$ cat src/rtl/riscv_core_pkg.sv
// Shared types and sizes for the core's stream steering blocks.
package riscv_core_pkg;
   localparam int DEMUX_LANES = 4;
   typedef logic [1:0] lane_sel_t;
   typedef logic [1:0] lane_cnt_t;
endpackage

$ cat src/rtl/riscv_core_fifo2.sv
// Two-entry FIFO with flush: a push is visible at the head after one edge.
// A push is ignored when full and a pop is ignored when empty; flush or reset clears pointers and count, not storage.
module riscv_core_fifo2
   import riscv_core_pkg::*;
#(
   parameter int XLEN = 64
) (
   input  logic            clk,
   input  logic            rst,
   input  logic            flush,
   input  logic            push,
   input  logic [XLEN-1:0] wdata,
   input  logic            pop,
   output logic [XLEN-1:0] rdata,
   output logic            full,
   output logic            empty,
   output logic [1:0]      count
);

   logic [XLEN-1:0] mem [2];
   logic            wptr;
   logic            rptr;
   lane_cnt_t       cnt;
   logic            do_push;
   logic            do_pop;

   assign do_push = push & (cnt != 2'd2);
   assign do_pop  = pop & (cnt != 2'd0);

   always_ff @(posedge clk) begin
      if (rst || flush) begin
         wptr <= 1'b0;
         rptr <= 1'b0;
         cnt  <= 2'd0;
      end else begin
         if (do_push) wptr <= ~wptr;
         if (do_pop)  rptr <= ~rptr;
         case ({do_push, do_pop})
            2'b10:   cnt <= cnt + 2'd1;
            2'b01:   cnt <= cnt - 2'd1;
            default: cnt <= cnt;
         endcase
      end
   end

   // Storage is left uncleared; the count alone decides what is valid.
   always_ff @(posedge clk) begin
      if (do_push) mem[wptr] <= wdata;
   end

   assign rdata = mem[rptr];
   assign full  = (cnt == 2'd2);
   assign empty = (cnt == 2'd0);
   assign count = cnt;

endmodule

$ cat src/rtl/riscv_core_demux1x4.sv
// Registered 1:4 stream demux, one 2-entry buffer per lane; one-edge latency, 1 word/cycle per lane.
// Input ready is the selected lane's registered not-full flag, so a stalled lane only blocks words routed to it.
module riscv_core_demux1x4
   import riscv_core_pkg::*;
#(
   parameter int XLEN = 64
) (
   input  logic                                i_clk,
   input  logic                                i_rst,
   input  logic                                i_demux_flush,
   input  logic                                i_demux_valid,
   input  logic [XLEN-1:0]                     i_demux_data,
   input  logic [1:0]                          i_demux_sel,
   output logic                                o_demux_ready,
   output logic [DEMUX_LANES-1:0]              o_demux_valid,
   output logic [DEMUX_LANES-1:0][XLEN-1:0]    o_demux_data,
   input  logic [DEMUX_LANES-1:0]              i_demux_ready,
   output logic [DEMUX_LANES-1:0][1:0]         o_demux_count
);

   lane_sel_t              sel;
   logic [DEMUX_LANES-1:0] full;
   logic [DEMUX_LANES-1:0] empty;
   logic [DEMUX_LANES-1:0] push_vec;
   logic [DEMUX_LANES-1:0] pop_vec;

   assign sel = i_demux_sel;

   // No path from the consumers' ready to the producer's ready.
   assign o_demux_ready = ~full[sel] & ~i_demux_flush & ~i_rst;

   always_comb begin
      push_vec = '0;
      if (i_demux_valid && o_demux_ready) push_vec[sel] = 1'b1;
   end

   assign pop_vec = o_demux_valid & i_demux_ready;

   for (genvar k = 0; k < DEMUX_LANES; k++) begin : g_lane
      riscv_core_fifo2 #(.XLEN(XLEN)) u_fifo (
         .clk   (i_clk),
         .rst   (i_rst),
         .flush (i_demux_flush),
         .push  (push_vec[k]),
         .wdata (i_demux_data),
         .pop   (pop_vec[k]),
         .rdata (o_demux_data[k]),
         .full  (full[k]),
         .empty (empty[k]),
         .count (o_demux_count[k])
      );
      assign o_demux_valid[k] = ~empty[k];
   end

endmodule
$ cat config.mk
export PLATFORM = sky130hd
export DESIGN_NAME = riscv_core_demux1x4
export DESIGN_NICKNAME = d
export VERILOG_FILES = /design/src/rtl/riscv_core_pkg.sv /design/src/rtl/riscv_core_fifo2.sv /design/src/rtl/riscv_core_demux1x4.sv
export SDC_FILE = /design/constraint.sdc
export NUM_CORES = 1
export LEC_CHECK = 0
export CAP_MARGIN = 20
export CORE_ASPECT_RATIO = 0.75
export CORE_MARGIN = 1
export CORE_UTILIZATION = 56
export DETAILED_ROUTE_END_ITERATION = 12
export PLACE_DENSITY = 0.9
export SETUP_SLACK_MARGIN = 0.02
export SLEW_MARGIN = 20
export SYNTH_ARGS = -nofsm -noshare
export SYNTH_HDL_FRONTEND = slang
export SYNTH_SLANG_ARGS = --single-unit
$ cat constraint.sdc
create_clock -name i_clk -period 9.6 [get_ports i_clk]
set_clock_uncertainty 0.15 [all_clocks]
set_input_delay 1.44 -clock i_clk [delete_from_list [all_inputs] [get_ports i_clk]]
set_output_delay 1.44 -clock i_clk [all_outputs]
set_load 0.02 [all_outputs]
Yosys cells after proc, flatten, opt, wreduce, memory -nomap -nowiden
Memories as Yosys holds them, arrays and structs flattened. A register that Yosys moved wholly into a read port is not among the register bits.
Index checks and enable logic that the tools add are counted.
{ "op_classes": {"add_sub_neg": 8, "mul": 0, "div_mod_pow": 0, "magnitude_cmp": 2, "n_eq_ne": 16, "n_shift": 0, "muxes": 25, "bitwise": 26, "reduce_logical": 15} }
{ "ops": {"columns": ["op", "count"], "rows": [
  ["2-to-1 mux 1 bit", 18],
  ["== test 2 bit, second input constant", 8],
  ["case mux 2 bit (2 select lines)", 4],
  ["nonzero test 2 bit", 8],
  ["NOT 1 bit", 15],
  ["bitwise AND 1 bit", 10],
  ["adder 2 x 1 -> 2 bit, second input constant", 4],
  ["== test 2 x 1 -> 1 bit, second input constant", 4],
  ["logical NOT 2 bit", 4],
  ["!= test 2 bit, second input constant", 4],
  ["subtractor 2 x 1 -> 2 bit, second input constant", 4],
  ["bitwise AND 4 bit", 1],
  ["2-to-1 mux 4 bit", 1],
  ["less-than comparator 2 x 3 -> 1 bit, second input constant", 1],
  ["binary-select mux 1 bit (select 2 bit)", 1],
  ["demux 1 bit (select 2 bit)", 1],
  ["greater-or-equal comparator 2 x 1 -> 1 bit, second input constant", 1],
  ["logical AND 1 bit", 2],
  ["logical OR 1 bit", 1]
]} }
{ "word_totals": {"register_bits": 16, "latchBits": 0, "ram_bits": 512, "rom_bits": 0, "elab_cells": 108, "memories": 4} }
{ "memory_table": {"columns": ["memory", "words", "width", "read_ports", "rd_ports_with_merged_regs", "write_ports", "line_no", "rtl"], "rows": [
  ["g_lane[0].u_fifo.mem", 2, 64, 1, 1, 1, "riscv_core_fifo2.sv:20", "logic [XLEN-1:0] mem [2];"],
  ["g_lane[1].u_fifo.mem", 2, 64, 1, 1, 1, "riscv_core_fifo2.sv:20", null],
  ["g_lane[2].u_fifo.mem", 2, 64, 1, 1, 1, "riscv_core_fifo2.sv:20", null],
  ["g_lane[3].u_fifo.mem", 2, 64, 1, 1, 1, "riscv_core_fifo2.sv:20", null]
]} }

Depth between registers and ports, before layout
{ "logic_depth": {"word_depth": 11, "mapped_depth": 7, "mapped_depth_nobuf": 7} }

Hierarchy
From an unflattened synthesis, not the netlist that was laid out.
{ "hier_totals": {"cells_unflattened": 919, "hier_area_um2": 19431.1} }
{ "modules_own_cells": {"columns": ["module", "instances", "cells_per_inst", "area_each_um2", "seq_area_each_um2"], "rows": [
  ["riscv_core_fifo2", 4, 226, 4829.6, 3943.8],
  ["riscv_core_demux1x4", 1, 15, 112.6, 0.0]
]} }

Least setup slack after synthesis
No wires, ideal clock.
{ "synth_timing": {"path_type": "in2reg", "startpoint": "in i_demux_flush", "endpoint": "mem g_lane[2].u_fifo.mem[0][0] (enable)", "setup_ps": 487, "arrival_ps": 5064, "slack_ps": 3899, "path_stages": 4, "n_path_buf": 0, "path_cell_list": "or3b_1 -> nor4_4 -> o2111ai_2 -> nor2_1"} }
{ "synth_between": {"elab_chain_len": 8} }
{ "synth_rtl": {"columns": ["item", "line_no", "rtl"], "rows": [
  ["from (decl)", "riscv_core_demux1x4.sv:10", "input logic i_demux_flush,"],
  ["NOT 1 bit", "riscv_core_demux1x4.sv:30", "assign o_demux_ready = ~full[sel] & ~i_demux_flush & ~i_rst;"],
  ["bitwise AND 1 bit (2 in series)", "riscv_core_demux1x4.sv:30", null],
  ["logical AND 1 bit", "riscv_core_demux1x4.sv:34", "if (i_demux_valid && o_demux_ready) push_vec[sel] = 1'b1;"],
  ["2-to-1 mux 4 bit", "riscv_core_demux1x4.sv:34", null],
  ["bitwise AND 1 bit", "riscv_core_fifo2.sv:27", "assign do_push = push & (cnt != 2'd2);"],
  ["2-to-1 mux 1 bit", "riscv_core_fifo2.sv:48", "if (do_push) mem[wptr] <= wdata;"],
  ["2-to-1 mux 1 bit (implied by the code)", "riscv_core_fifo2.sv:48", null],
  ["to (decl)", "riscv_core_fifo2.sv:20", null]
]} }
No other way between the ends.

Worst setup path after layout
{ "layout_timing": {"startpoint": "in i_demux_sel[1]", "endpoint": "out o_demux_ready"} }
{ "layout_between": {"elab_chain_len": 5} }
{ "layout_rtl": {"columns": ["item", "line_no", "rtl"], "rows": [
  ["from (decl)", "riscv_core_demux1x4.sv:13", "input logic [1:0] i_demux_sel,"],
  ["binary-select mux 1 bit (select 2 bit)", "riscv_core_demux1x4.sv:30", null],
  ["2-to-1 mux 1 bit (implied by the code)", "riscv_core_demux1x4.sv:30", null],
  ["NOT 1 bit", "riscv_core_demux1x4.sv:30", null],
  ["bitwise AND 1 bit (2 in series)", "riscv_core_demux1x4.sv:30", null],
  ["to (decl)", "riscv_core_demux1x4.sv:14", "output logic o_demux_ready,"]
]} }
No other way between the ends. The select of a mux whose other input is x is not followed.

==> out/qor.txt <==
Hold Path Cell Cnt: 1
First-pass GRT wire length: 62800 microns
CP max FO: 8
RSZ-0062 raised after global routing: false
Fin crit share: 0.5162
Final Routed Wirelength: 43550 microns
DIE HEIGHT: 163.1 microns
N_diodes: 0
CTS clk-pin slew, worst paths: 0.06 ns
Initial antenna violation count: 0
GRT busiest layer: met2
Synthesized instance count: 905
DRC violations left: 0
Average size of a mapped cell: 21.40 sq um
FF-to-FF setup slack: 6.13 ns
Final Hold Viols: 0
Dpl cells: 1675
Hold Crit Start: g_lane[2].u_fifo.wptr
Syn Nets: 983
Final nets: 1355
Worst Hold Class: flop to flop
Worst reg-to-reg path cell count: 5
Die area: 35340 sq um
Via count: 9872
Routed Antenna Nets: 0
Commonest non-fill, non-tap cell in the layout: edfxtp_1
Max-slew violation count: 0
Synth Cell Area: 19370 sq um
Gp weighted congestion: 0.7839
Share of layout cells above drive strength 1: 0.2743
Most frequent cells in the layout: edfxtp_1, clkdlybuf4s50_1, mux2_2
Chip width: 216.7 microns
Measured slew at the worst slew-check pin: 1.128 ns
Starting Density: 0.5727
Register bit total from synthesis: 532
Max Cap Viol: 0
I/O pin total: 343
WP data arrival: 3.37 ns
CTS sink cnt: 532
Relative slew slack: 0.2465
Pwr per Cell Area: 182.5 nW/um^2
Period minus WS final: 4.955 ns
CTS root buf: clkbuf_16
Overflow after GRT: 0
CTS tree: done
Max IR drop VDD: 0.0001371 V
Worst skew pair latency: 0.55 ns
Part of the Yosys area used for sequential elements: 0.8145
Met3 Use GR: 0.05102
YS warnings: 0
Number of gates resized after CTS: 0
GR Util met2: 0.3993
FP Rows: 58
Final hold slack: 0.3662 ns
DRT iter0 DRCs: 846
Fmax: 0.2018 GHz
Non-Filler Instances: 1766
Largest net degree at the start of global routing: 65
Total CTS buffers: 48
Clock buffer depth: 3
Worst setup path class: input port to output port
Final setup viols: 0
Synth-to-layout area growth: 28.78%
Synth unique cells: 27
GRT Overall Usage: 0.2445
CP endpoint kind: output port
Routed wire per std cell: 24.66 microns
First-pass DRT Iterations: 5
Hold Buf Count CTS: 0
Vias per cell: 5.590
Status: finished clean
Endpoint, Worst Hold: g_lane[2].u_fifo.wptr
IO Port Bufs: 342
Setup bufs post-CTS: 0
R2r endpoint: g_lane[0].u_fifo.mem[0][62]
Core ar.: 33820 sq um
Dpl hpwl: 26630 microns
Met1 Use GR: 0.3393
Critical R2R Launch: g_lane[3].u_fifo.count[0]
Worst EP required: 8.01 ns
Leakage power: 8.021 nW
Setup_tns: 0 ns
Nature of the critical path startpoint: input port
Vias in the first global route: 9939
CTS H-tree lvls: 2
-- how the worst max path moves through the flow --
stage	to	slack, ns	start	cells past startpoint
2_1_floorplan	g_lane[2].u_fifo.mem[0][0]	3.90	i_demux_flush	4
3_3_place_gp	g_lane[3].u_fifo.mem[0][62]	4.60	i_demux_sel[0]	6
3_5_place_dp	g_lane[3].u_fifo.mem[1][56]	4.48	i_demux_sel[1]	6
4_1_cts	o_demux_ready	4.63	i_demux_sel[0]	5
5_1_grt	o_demux_ready	4.55	i_demux_sel[1]	5
6_report	o_demux_ready	4.64	i_demux_sel[1]	5
-- cell type report --
class | instances | area [sq um]
Clock buffer | 59 | 1264
Tap cell | 450 | 563.0
Multi-Input combinational cell | 336 | 3515
Timing Repair Buffer | 352 | 3523
Sequential cell | 532 | 15790
Inverter | 7 | 26.28
Fill cell | 1904 | 8875
Clock inverter | 30 | 261.5
-- sequential cells by signal, summed over array words and instances (netlist names), named ones only --
signal / flops
g_lane.u_fifo.wptr: 4
g_lane.u_fifo.rptr: 4
g_lane.u_fifo.mem: 512
g_lane.u_fifo.count: 8
-- power by group --
group	switching (mW)	leakage, nW	total (mW)	internal, mW
clock	0.807	0.743	1.85	1.05
combinational	0.0775	2.50	0.137	0.0591
sequential	0.00529	4.78	2.56	2.56
total	0.890	8.02	4.55	3.66
-- stage by stage --
step | utilization | power (mW) | area, sq um | setup WS, ns
after floorplan | - | 2.652 | 19370 | 3.899
after global placement | 0.6913 | 2.741 | 23380 | 4.601
after detailed placement | 0.6913 | 2.748 | 23380 | 4.480
after CTS | 0.7364 | 4.583 | 24900 | 4.630
after global routing | 0.7376 | 4.677 | 24940 | 4.554
final | 0.7376 | 4.553 | 24940 | 4.645
-- cells in the mapped netlist --
master / n / area [sq um]
o31a_1: 1 / 8.760
nand4b_2: 1 / 15.01
xnor2_1: 8 / 70.07
or2_2: 5 / 31.28
nor4_4: 1 / 21.27
inv_1: 7 / 26.28
and4b_4: 1 / 13.76
nor4bb_2: 1 / 16.27
ha_1: 4 / 50.05
nand2b_1: 2 / 12.51
clkbuf_1: 30 / 112.6
nand3_2: 1 / 10.01
o21ai_0: 4 / 20.02
a21oi_1: 4 / 20.02
nor2_1: 22 / 82.58
nor4_1: 1 / 6.260
edfxtp_1: 512 / 15370
o2111ai_2: 2 / 30.03
mux2_2: 256 / 2883
nand2_1: 4 / 15.01
xor2_1: 4 / 35.03
or3b_1: 1 / 8.760
mux2i_1: 4 / 40.04
and2_1: 4 / 25.02
dfxtp_1: 20 / 400.4
or3_1: 4 / 25.02
nor4b_2: 1 / 15.01
-- routing by layer --
layer | vias up | part of all wire
li1 | 4305 | -
met1 | 5025 | 0.40
met2 | 476 | 0.49
met3 | 66 | 0.092
met4 | 0 | 0.020
met5 | - | 0
-- critical path, stage by stage --
cell and delay (ns):
clkdlybuf4s50_1 0.66, nor4bb_2 0.51, nor4_1 0.10, o31a_1 0.12
clkdlybuf4s50_1 0.54
-- cell families (layout without fill, tap and decap cells) --
family / after synthesis / after routing / share of synthesized area
xor+xnor: 12 / 12 / 0.005426
simple gates: 49 / 49 / 0.01537
buf+inv: 37 / 448 / 0.007171
mux: 260 / 260 / 0.1509
compound gates: 11 / 11 / 0.004070
fa+ha+maj: 4 / 4 / 0.002584
flops: 532 / 532 / 0.8145
No activity file was read; power rests on OpenSTA's default activity.
